File: src/rtl/rx_write_sequencer.sv
// ============================================================================
// Module   : rx_write_sequencer
// Purpose  : RX-domain FIFO write controller; writes whole sample sets with a
//            two-word header on the first set of each gate window.
// Revision : 1.0
// ============================================================================
`default_nettype none

module rx_write_sequencer #(
  parameter int          FIFO_DEPTH = 4096,
  parameter int          HEADROOM   = 16,
  parameter logic [15:0] SYNC_WORD  = 16'hFFFF
) (
  input  logic        clock,
  input  logic        reset,
  input  logic        rxstrobe,
  input  logic        gate_enable,
  input  logic [3:0]  channels,
  input  logic [15:0] ch_0,
  input  logic [15:0] ch_1,
  input  logic [15:0] ch_2,
  input  logic [15:0] ch_3,
  input  logic [15:0] ch_4,
  input  logic [15:0] ch_5,
  input  logic [15:0] ch_6,
  input  logic [15:0] ch_7,
  input  logic [11:0] wr_usedw,
  input  logic        clear_status,
  output logic        wr_req,
  output logic [15:0] wr_data,
  output logic        overflow,
  output logic        busy,
  output logic [15:0] gate_count
);

  typedef enum logic [1:0] {
    S_IDLE     = 2'd0,
    S_HDR_SYNC = 2'd1,
    S_HDR_CNT  = 2'd2,
    S_DATA     = 2'd3
  } state_t;

  localparam logic [12:0] FILL_LIMIT = 13'(FIFO_DEPTH - HEADROOM);

  state_t      state_q, state_d;
  logic [2:0]  idx_q, idx_d;
  logic [3:0]  n_q, n_d;
  logic [15:0] cap_q [8];
  logic [15:0] cap_d [8];
  logic [15:0] ch_in [8];
  logic        wr_req_q, wr_req_d;
  logic [15:0] wr_data_q, wr_data_d;
  logic        overflow_q, overflow_d;
  logic [15:0] gate_count_q, gate_count_d;
  logic        gate_dly_q;
  logic        hdr_pend_q, hdr_pend_d;

  logic        strobe_hit;
  logic        gate_rise;
  logic        room_ok;
  logic        accept;
  logic [3:0]  n_eff;
  logic [2:0]  idx_nxt;

  always_comb begin
    ch_in[0] = ch_0;
    ch_in[1] = ch_1;
    ch_in[2] = ch_2;
    ch_in[3] = ch_3;
    ch_in[4] = ch_4;
    ch_in[5] = ch_5;
    ch_in[6] = ch_6;
    ch_in[7] = ch_7;
  end

  assign strobe_hit = rxstrobe & gate_enable & (channels != 4'd0);
  assign gate_rise  = gate_enable & ~gate_dly_q;
  assign room_ok    = ({1'b0, wr_usedw} <= FILL_LIMIT);
  assign accept     = strobe_hit & (state_q == S_IDLE) & room_ok;
  assign n_eff      = (channels > 4'd8) ? 4'd8 : channels;
  assign idx_nxt    = idx_q + 3'd1;

  always_comb begin
    state_d      = state_q;
    idx_d        = idx_q;
    n_d          = n_q;
    cap_d        = cap_q;
    wr_req_d     = 1'b0;
    wr_data_d    = wr_data_q;
    gate_count_d = gate_count_q;
    hdr_pend_d   = hdr_pend_q;
    overflow_d   = overflow_q;

    // A refused set always flags, even if clear_status is asserted alongside.
    if (strobe_hit && !accept) begin
      overflow_d = 1'b1;
    end else if (clear_status) begin
      overflow_d = 1'b0;
    end

    case (state_q)
      S_IDLE: begin
        if (accept) begin
          cap_d    = ch_in;
          n_d      = n_eff;
          idx_d    = 3'd0;
          wr_req_d = 1'b1;
          // A strobe coinciding with the gate rise already belongs to the new window.
          if (hdr_pend_q || gate_rise) begin
            state_d   = S_HDR_SYNC;
            wr_data_d = SYNC_WORD;
          end else begin
            state_d   = S_DATA;
            wr_data_d = ch_0;
          end
        end
      end
      S_HDR_SYNC: begin
        wr_req_d  = 1'b1;
        wr_data_d = gate_count_q;
        state_d   = S_HDR_CNT;
      end
      S_HDR_CNT: begin
        wr_req_d     = 1'b1;
        wr_data_d    = cap_q[0];
        gate_count_d = gate_count_q + 16'd1;
        idx_d        = 3'd0;
        state_d      = S_DATA;
      end
      S_DATA: begin
        if ({1'b0, idx_q} == (n_q - 4'd1)) begin
          state_d = S_IDLE;
        end else begin
          idx_d     = idx_nxt;
          wr_req_d  = 1'b1;
          wr_data_d = cap_q[idx_nxt];
        end
      end
      default: state_d = S_IDLE;
    endcase

    if (!gate_enable) begin
      hdr_pend_d = 1'b0;
    end else if (gate_rise) begin
      hdr_pend_d = 1'b1;
    end else if (state_q == S_HDR_CNT) begin
      hdr_pend_d = 1'b0;
    end
  end

  always_ff @(posedge clock or posedge reset) begin
    if (reset) begin
      state_q      <= S_IDLE;
      idx_q        <= 3'd0;
      n_q          <= 4'd0;
      for (int i = 0; i < 8; i++) cap_q[i] <= 16'd0;
      wr_req_q     <= 1'b0;
      wr_data_q    <= 16'd0;
      overflow_q   <= 1'b0;
      gate_count_q <= 16'd0;
      gate_dly_q   <= 1'b0;
      hdr_pend_q   <= 1'b0;
    end else begin
      state_q      <= state_d;
      idx_q        <= idx_d;
      n_q          <= n_d;
      cap_q        <= cap_d;
      wr_req_q     <= wr_req_d;
      wr_data_q    <= wr_data_d;
      overflow_q   <= overflow_d;
      gate_count_q <= gate_count_d;
      gate_dly_q   <= gate_enable;
      hdr_pend_q   <= hdr_pend_d;
    end
  end

  assign wr_req     = wr_req_q;
  assign wr_data    = wr_data_q;
  assign busy       = wr_req_q;
  assign overflow   = overflow_q;
  assign gate_count = gate_count_q;

endmodule

`default_nettype wire

File: config.mk
export PLATFORM = sky130hd
export DESIGN_NAME = rx_write_sequencer
export DESIGN_NICKNAME = d
export VERILOG_FILES = /design/src/rtl/rx_write_sequencer.sv
export SDC_FILE = /design/constraint.sdc
export NUM_CORES = 1
export LEC_CHECK = 0
export ABC_CLOCK_PERIOD_IN_PS = 5700
export CAP_MARGIN = 10
export CORE_ASPECT_RATIO = 2
export CORE_MARGIN = 2
export CORE_UTILIZATION = 40
export CTS_CLUSTER_DIAMETER = 120
export CTS_CLUSTER_SIZE = 20
export DETAILED_ROUTE_END_ITERATION = 7
export PLACE_DENSITY = 0.69
export SYNTH_ARGS = -nofsm -noshare
export SYNTH_HDL_FRONTEND = slang
export SYNTH_SLANG_ARGS = --single-unit
File: constraint.sdc
create_clock -name clock -period 5.7 [get_ports clock]
set_input_delay 1.14 -clock clock [delete_from_list [all_inputs] [get_ports clock]]
set_output_delay 1.14 -clock clock [all_outputs]
set_load 0.01 [all_outputs]
# After elaboration in Yosys (flattened, before gate mapping)
# Cells that the tools add are included.
# W data, S select, Z words.
[op_classes]
n_addsub = 3
magnitude_cmp = 3
n_eq_ne = 8
n_mux = 23
bitwise_logic = 7
n_reduce_logical = 12
[ops]
columns = ["cell", "count"]
rows = [
  ["$mux W16", 5],
  ["$pmux W16 S4", 1],
  ["$bmux W16 S3", 1],
  ["$add A16 B1 Y16 const B", 1],
  ["$le A12 B12 Y1 const B", 1],
  ["$pmux W3 S3", 1],
  ["$pmux W2 S4", 1],
  ["$mux W1", 7],
  ["$mux W2", 3],
  ["$mux W3", 2],
  ["$ne A2 B2 Y1 const B", 3],
  ["$reduce_and A2 Y1", 3],
  ["$and A1 B1 Y1", 5],
  ["$eq A2 B2 Y1 const B", 2],
  ["$eq A3 B4 Y1", 1],
  ["$ge A4 B4 Y1 const B", 1],
  ["$gt A4 B4 Y1 const B", 1],
  ["$mux W4", 1],
  ["$not A3 Y4", 1],
  ["$reduce_bool A4 Y1", 1],
  ["$sub A4 B1 Y4 const B", 1],
  ["$add A3 B1 Y3 const B", 1],
  ["$ne A3 B1 Y1 const B", 1],
  ["$pmux W1 S3", 1],
  ["10 further kinds", 10],
]
[word_totals]
register_bits = 173
input_bits = 149
output_inout_bits = 35

# Longest topological paths before layout
[logic_depth]
word_depth = 7
mapped_depth = 8

# Worst setup path after synthesis
# Ideal clock, no wire load.
[synth_path]
kind = "input-to-reg"
startpoint = "in channels[0]"
endpoint = "reg wr_data_q[0], in the netlist wr_data[0]"
arrival_ns = 2.582
required_time_ns = 5.575
path_slack_ns = 2.994
path_stages = 6
n_path_buf = 1
path_cell_list = "or4_1 nand3_1 o21ai_0 o21ai_4 buf_12 mux2_2"
[synth_between]
elab_chain_cells = 6
[synth_rtl]
columns = ["element", "line", "text"]
rows = [
  ["start: declaration", "18", "input logic [3:0] channels,"],
  ["$reduce_bool A4 Y1", "76", "assign strobe_hit = rxstrobe & gate_enable & (channels != 4'd0);"],
  ["$and A1 B1 Y1", "76", ""],
  ["$and A1 B1 Y1 (2 in a row)", "79", "assign accept = strobe_hit & (state_q == S_IDLE) & room_ok;"],
  ["$ne A2 B2 Y1 (no line)", "-", ""],
  ["$reduce_and A2 Y1 (no line)", "-", ""],
  ["end signal: assignment", "169", "wr_data_q <= wr_data_d;"],
  ["end: declaration", "52", "logic [15:0] wr_data_q, wr_data_d;"],
]
# No other way between the ends.
# A chain may end at the register's enable or synchronous reset.

# Final worst setup path
[layout_path]
startpoint = "reg idx_q[0]"
endpoint = "reg wr_data_q[2], in the netlist wr_data[2]"
[layout_between]
elab_chain_cells = 7
elab_cells_between_ends = 10
cone_classes = "add/sub: 1; eq/ne: 2; mux: 5; bitwise: 1; reduce/logical: 1"
[layout_rtl]
columns = ["element", "line", "text"]
rows = [
  ["start: declaration", "46", "logic [2:0] idx_q, idx_d;"],
  ["start signal: assignment", "165", "idx_q <= idx_d;"],
  ["$add A3 B1 Y3", "81", "assign idx_nxt = idx_q + 3'd1;"],
  ["$not A3 Y4 (not written as such)", "136", "wr_data_d = cap_q[idx_nxt];"],
  ["$bmux W16 S3", "136", ""],
  ["$mux W16 (not written as such) (2 in a row)", "136", ""],
  ["$mux W16", "131", "if ({1'b0, idx_q} == (n_q - 4'd1)) begin"],
  ["$pmux W16 S4", "101", "case (state_q)"],
]
# Several ways; a longest one is shown, not always the timed one. The select of a mux whose other input is x is not followed.

==> impl_metrics.csv <==
group,metric,value,unit
critical_path,setup.worst_path.end_class,"flip-flop",
clocking,cts_setup_buffers,0,
detailed_routing,vias_per_cell,5.35,
die,die_w,104,um
critical_path,startpoint,"idx_q[0]",
logic_synthesis,syn_inst,553,
die,die_area,0.0213,sq mm
power_and_ir_drop,seq_power_share,38.8,%
detailed_routing,drtPass1Iterations,4,
power_and_ir_drop,p_sw,1.79,mW
clocking,clock_sinks,173,
cells_and_area,syn_to_final_growth,32.6,%
timing,slew_headroom,30.2,%
grt,grt_overflow,0,
logic_synthesis,ys_seq_area_share,53.8,%
power_and_ir_drop,switching_share,32.1,%
timing,fin_crit_sh,57.9,%
critical_path,worstPathArrival,3.62,ns
critical_path,r2r_start,"idx_q[0]",
cells_and_area,final_common_cell,"clkdlybuf4s50_1",
logic_synthesis,synth-edff-count,0,
critical_path,cp.required,6.02,ns
timing,finalClockSkew,0.0106,ns
timing,setup_violations,0,
critical_path,cp_max_fo,36,
grt,antenna_found_initial,5,
die,rows,73,
grt,grt_max_degree,174,
cells_and_area,multi_input_area,0.00348,sq mm
timing,fin_crit,3.30,ns
detailed_routing,dr.first_iter.drc_count,303,
power_and_ir_drop,power_frac_comb,40.5,%
power_and_ir_drop,finalPower,5.57,mW
clocking,clkSlewWorstSetupHoldPaths,0.07,ns
cells_and_area,regArea,0.00433,sq mm
detailed_routing,totalWireLength,21.1,mm
detailed_routing,drc,0,
grt,globalRouteTotalUtil,20.3,%
placed_design,dp.cells,966,
power_and_ir_drop,powerDensity,523,mW/mm^2
logic_synthesis,synth_ff_type,"dfrtp_1",
power_and_ir_drop,vdd_drop_max,0.285,mV
logic_synthesis,yosys_warnings,0,
timing,hold_ws,0.475,ns
die,die_h,205,um
min_path,hold_path.class,"reg -> reg",
timing,grt_setup_unrepaired,"false",
clocking,post_cts_resized,0,
clocking,insertion_delay,0.43,ns
critical_path,path_class,"reg -> reg",
power_and_ir_drop,leakage,4.30,nW
cells_and_area,fin_cells,1003,
grt,grt_pass1_vias,5989,
logic_synthesis,ys_ff_latch,173,
logic_synthesis,syn-num-nets,710,
clocking,numCtsBuffers,17,
die,start_util,40.6,%
placed_design,placed_area,0.0101,sq mm
run_status,status,"finished, final reports clean",
timing,tns,0,ns
job,max-cap-violations,0,
timing,fmax,303,MHz
cells_and_area,drive_above_1_share,30.3,%
cells_and_area,final_cell_mix,"clkdlybuf4s50_1, dfrtp_1, mux2_2",
critical_path,start_kind,"flip-flop",
logic_synthesis,synth.distinct_cells,40,
clocking,tritoncts,"built",
placed_design,dpl.hpwl,15.2,mm
die,ios,184,
timing,hold_viol_final,0,
min_path,min_from,"gate_dly_q",
logic_synthesis,synth_area,0.00804,sq mm
grt,grt_pass1_wl,32.8,mm
timing,max_slew.worst_pin.slew,1.05,ns
timing,drv_slew,0,
cells_and_area,final_cell_area,0.0107,sq mm
logic_synthesis,avgSynthCellArea,14.5,sq um
clocking,clock_tree.root_cell,"clkbuf_16",
placed_design,place_congestion,0.780,
power_and_ir_drop,clkPwrFrac,20.6,%
clocking,ctsHtreeMaxLevel,4,
placed_design,portBuffers,183,
detailed_routing,route.vias.total,5368,
power_and_ir_drop,p_int,3.78,mW
cells_and_area,final.fill_count,1711,
detailed_routing,antenna_left,0,
cells_and_area,layout.nets,880,
logic_synthesis,ys_async_sr_fraction,100,%
detailed_routing,wl_per_cell,21.0,um
die,core,0.0198,sq mm
clocking,clock_path_buffers,2,
clocking,cts_hold_buf,0,
-- critical path, stage by stage (launching register included) --
cell and delay, ns:
dfrtp_2 0.34, buf_4 0.58, ha_2 0.96, mux4_2 0.60
a221oi_1 0.33, nor2_1 0.07, mux2_2 0.26
-- layer usage --
metal	part of all wire (%)	track usage, %	routed length [um]	vias to the layer above
met3	4.5	4.58	957	38
met5	0	0	0	-
met4	3.8	11.0	791	0
met2	57	37.4	11900	159
met1	35	21.3	7410	2765
li1	-	-	-	2406
-- final cells by class --
| cell class | instances | share of cell area, % |
|---|---|---|
| antenna | 5 | 0.117 |
| clock buffer | 19 | 4.15 |
| clock inverter | 13 | 1.36 |
| inverter | 10 | 0.387 |
| multi-input combinational | 334 | 32.6 |
| sequential | 173 | 40.6 |
| tap | 262 | 3.07 |
| timing repair buffer | 187 | 17.7 |
-- final timing paths --
kind                       depth (start not counted)  slack (ns)          to
max reg2reg                                        6        2.40  wr_data[2]
min                                                1        0.48  hdr_pend_q
max in group asynchronous                          3        3.60    idx_q[0]
min in group asynchronous                          3        1.27   cap_q[99]
min reg2reg                                        1        0.48  hdr_pend_q
max                                                6        2.40  wr_data[2]
-- cell families (layout without fill, tap and decap cells) --
family,after synthesis,count (layout),synth area share (%)
AO/OA/AOI/OAI,47,47,5.12
XOR/XNOR,19,19,2.07
other,0,5,0
buffers and inverters,46,229,3.00
adder cells (fa/ha/maj),8,8,1.24
AND/OR/NAND/NOR,77,77,4.65
multiplexers,183,183,30.1
flip-flops,173,173,53.8
-- synthesized netlist by cell type (4+ instances only) --
| cell | count | area, sq um |
|---|---|---|
| mux4_2 | 32 | 721 |
| a221oi_1 | 16 | 140 |
| nand3b_1 | 4 | 30.0 |
| nand2_1 | 8 | 30.0 |
| dfrtp_1 | 173 | 4330 |
| ha_1 | 8 | 100 |
| and3_1 | 4 | 25.0 |
| inv_1 | 10 | 37.5 |
| nand3_1 | 4 | 20.0 |
| o21ai_0 | 6 | 30.0 |
| mux2_2 | 149 | 1680 |
| nand4_1 | 6 | 37.5 |
| buf_6 | 4 | 45.0 |
| a221o_1 | 16 | 160 |
| clkbuf_1 | 15 | 56.3 |
| buf_2 | 15 | 75.1 |
| nor2_1 | 39 | 146 |
| xor2_1 | 6 | 52.6 |
| xnor2_1 | 13 | 114 |
-- power by group through the flow --
stage	sequential [mW]	combinational, mW	clock, mW
finish	2.16	2.26	1.15
global route	2.24	2.45	1.23
CTS	2.17	2.28	1.18
detailed placement	2.19	2.26	0
global placement	2.14	2.18	0
floorplan	2.08	1.62	0
-- registers in the layout, summed over array words and instances, names as in the netlist --
register / cells
gate_dly_q: 1
wr_data: 16
gate_count: 16
state_q: 2
overflow: 1
idx_q: 3
busy: 1
cap_q: 128
n_q: 4
hdr_pend_q: 1
-- through the flow --
step	setup slack [ns]	utilization (%)
global placement	2.33	50.8
floorplan	2.35	-
detailed placement	2.31	50.8
global route	2.17	53.8
CTS	2.33	53.7
finish	2.40	53.8
No activity file was read; power rests on OpenSTA's default activity.
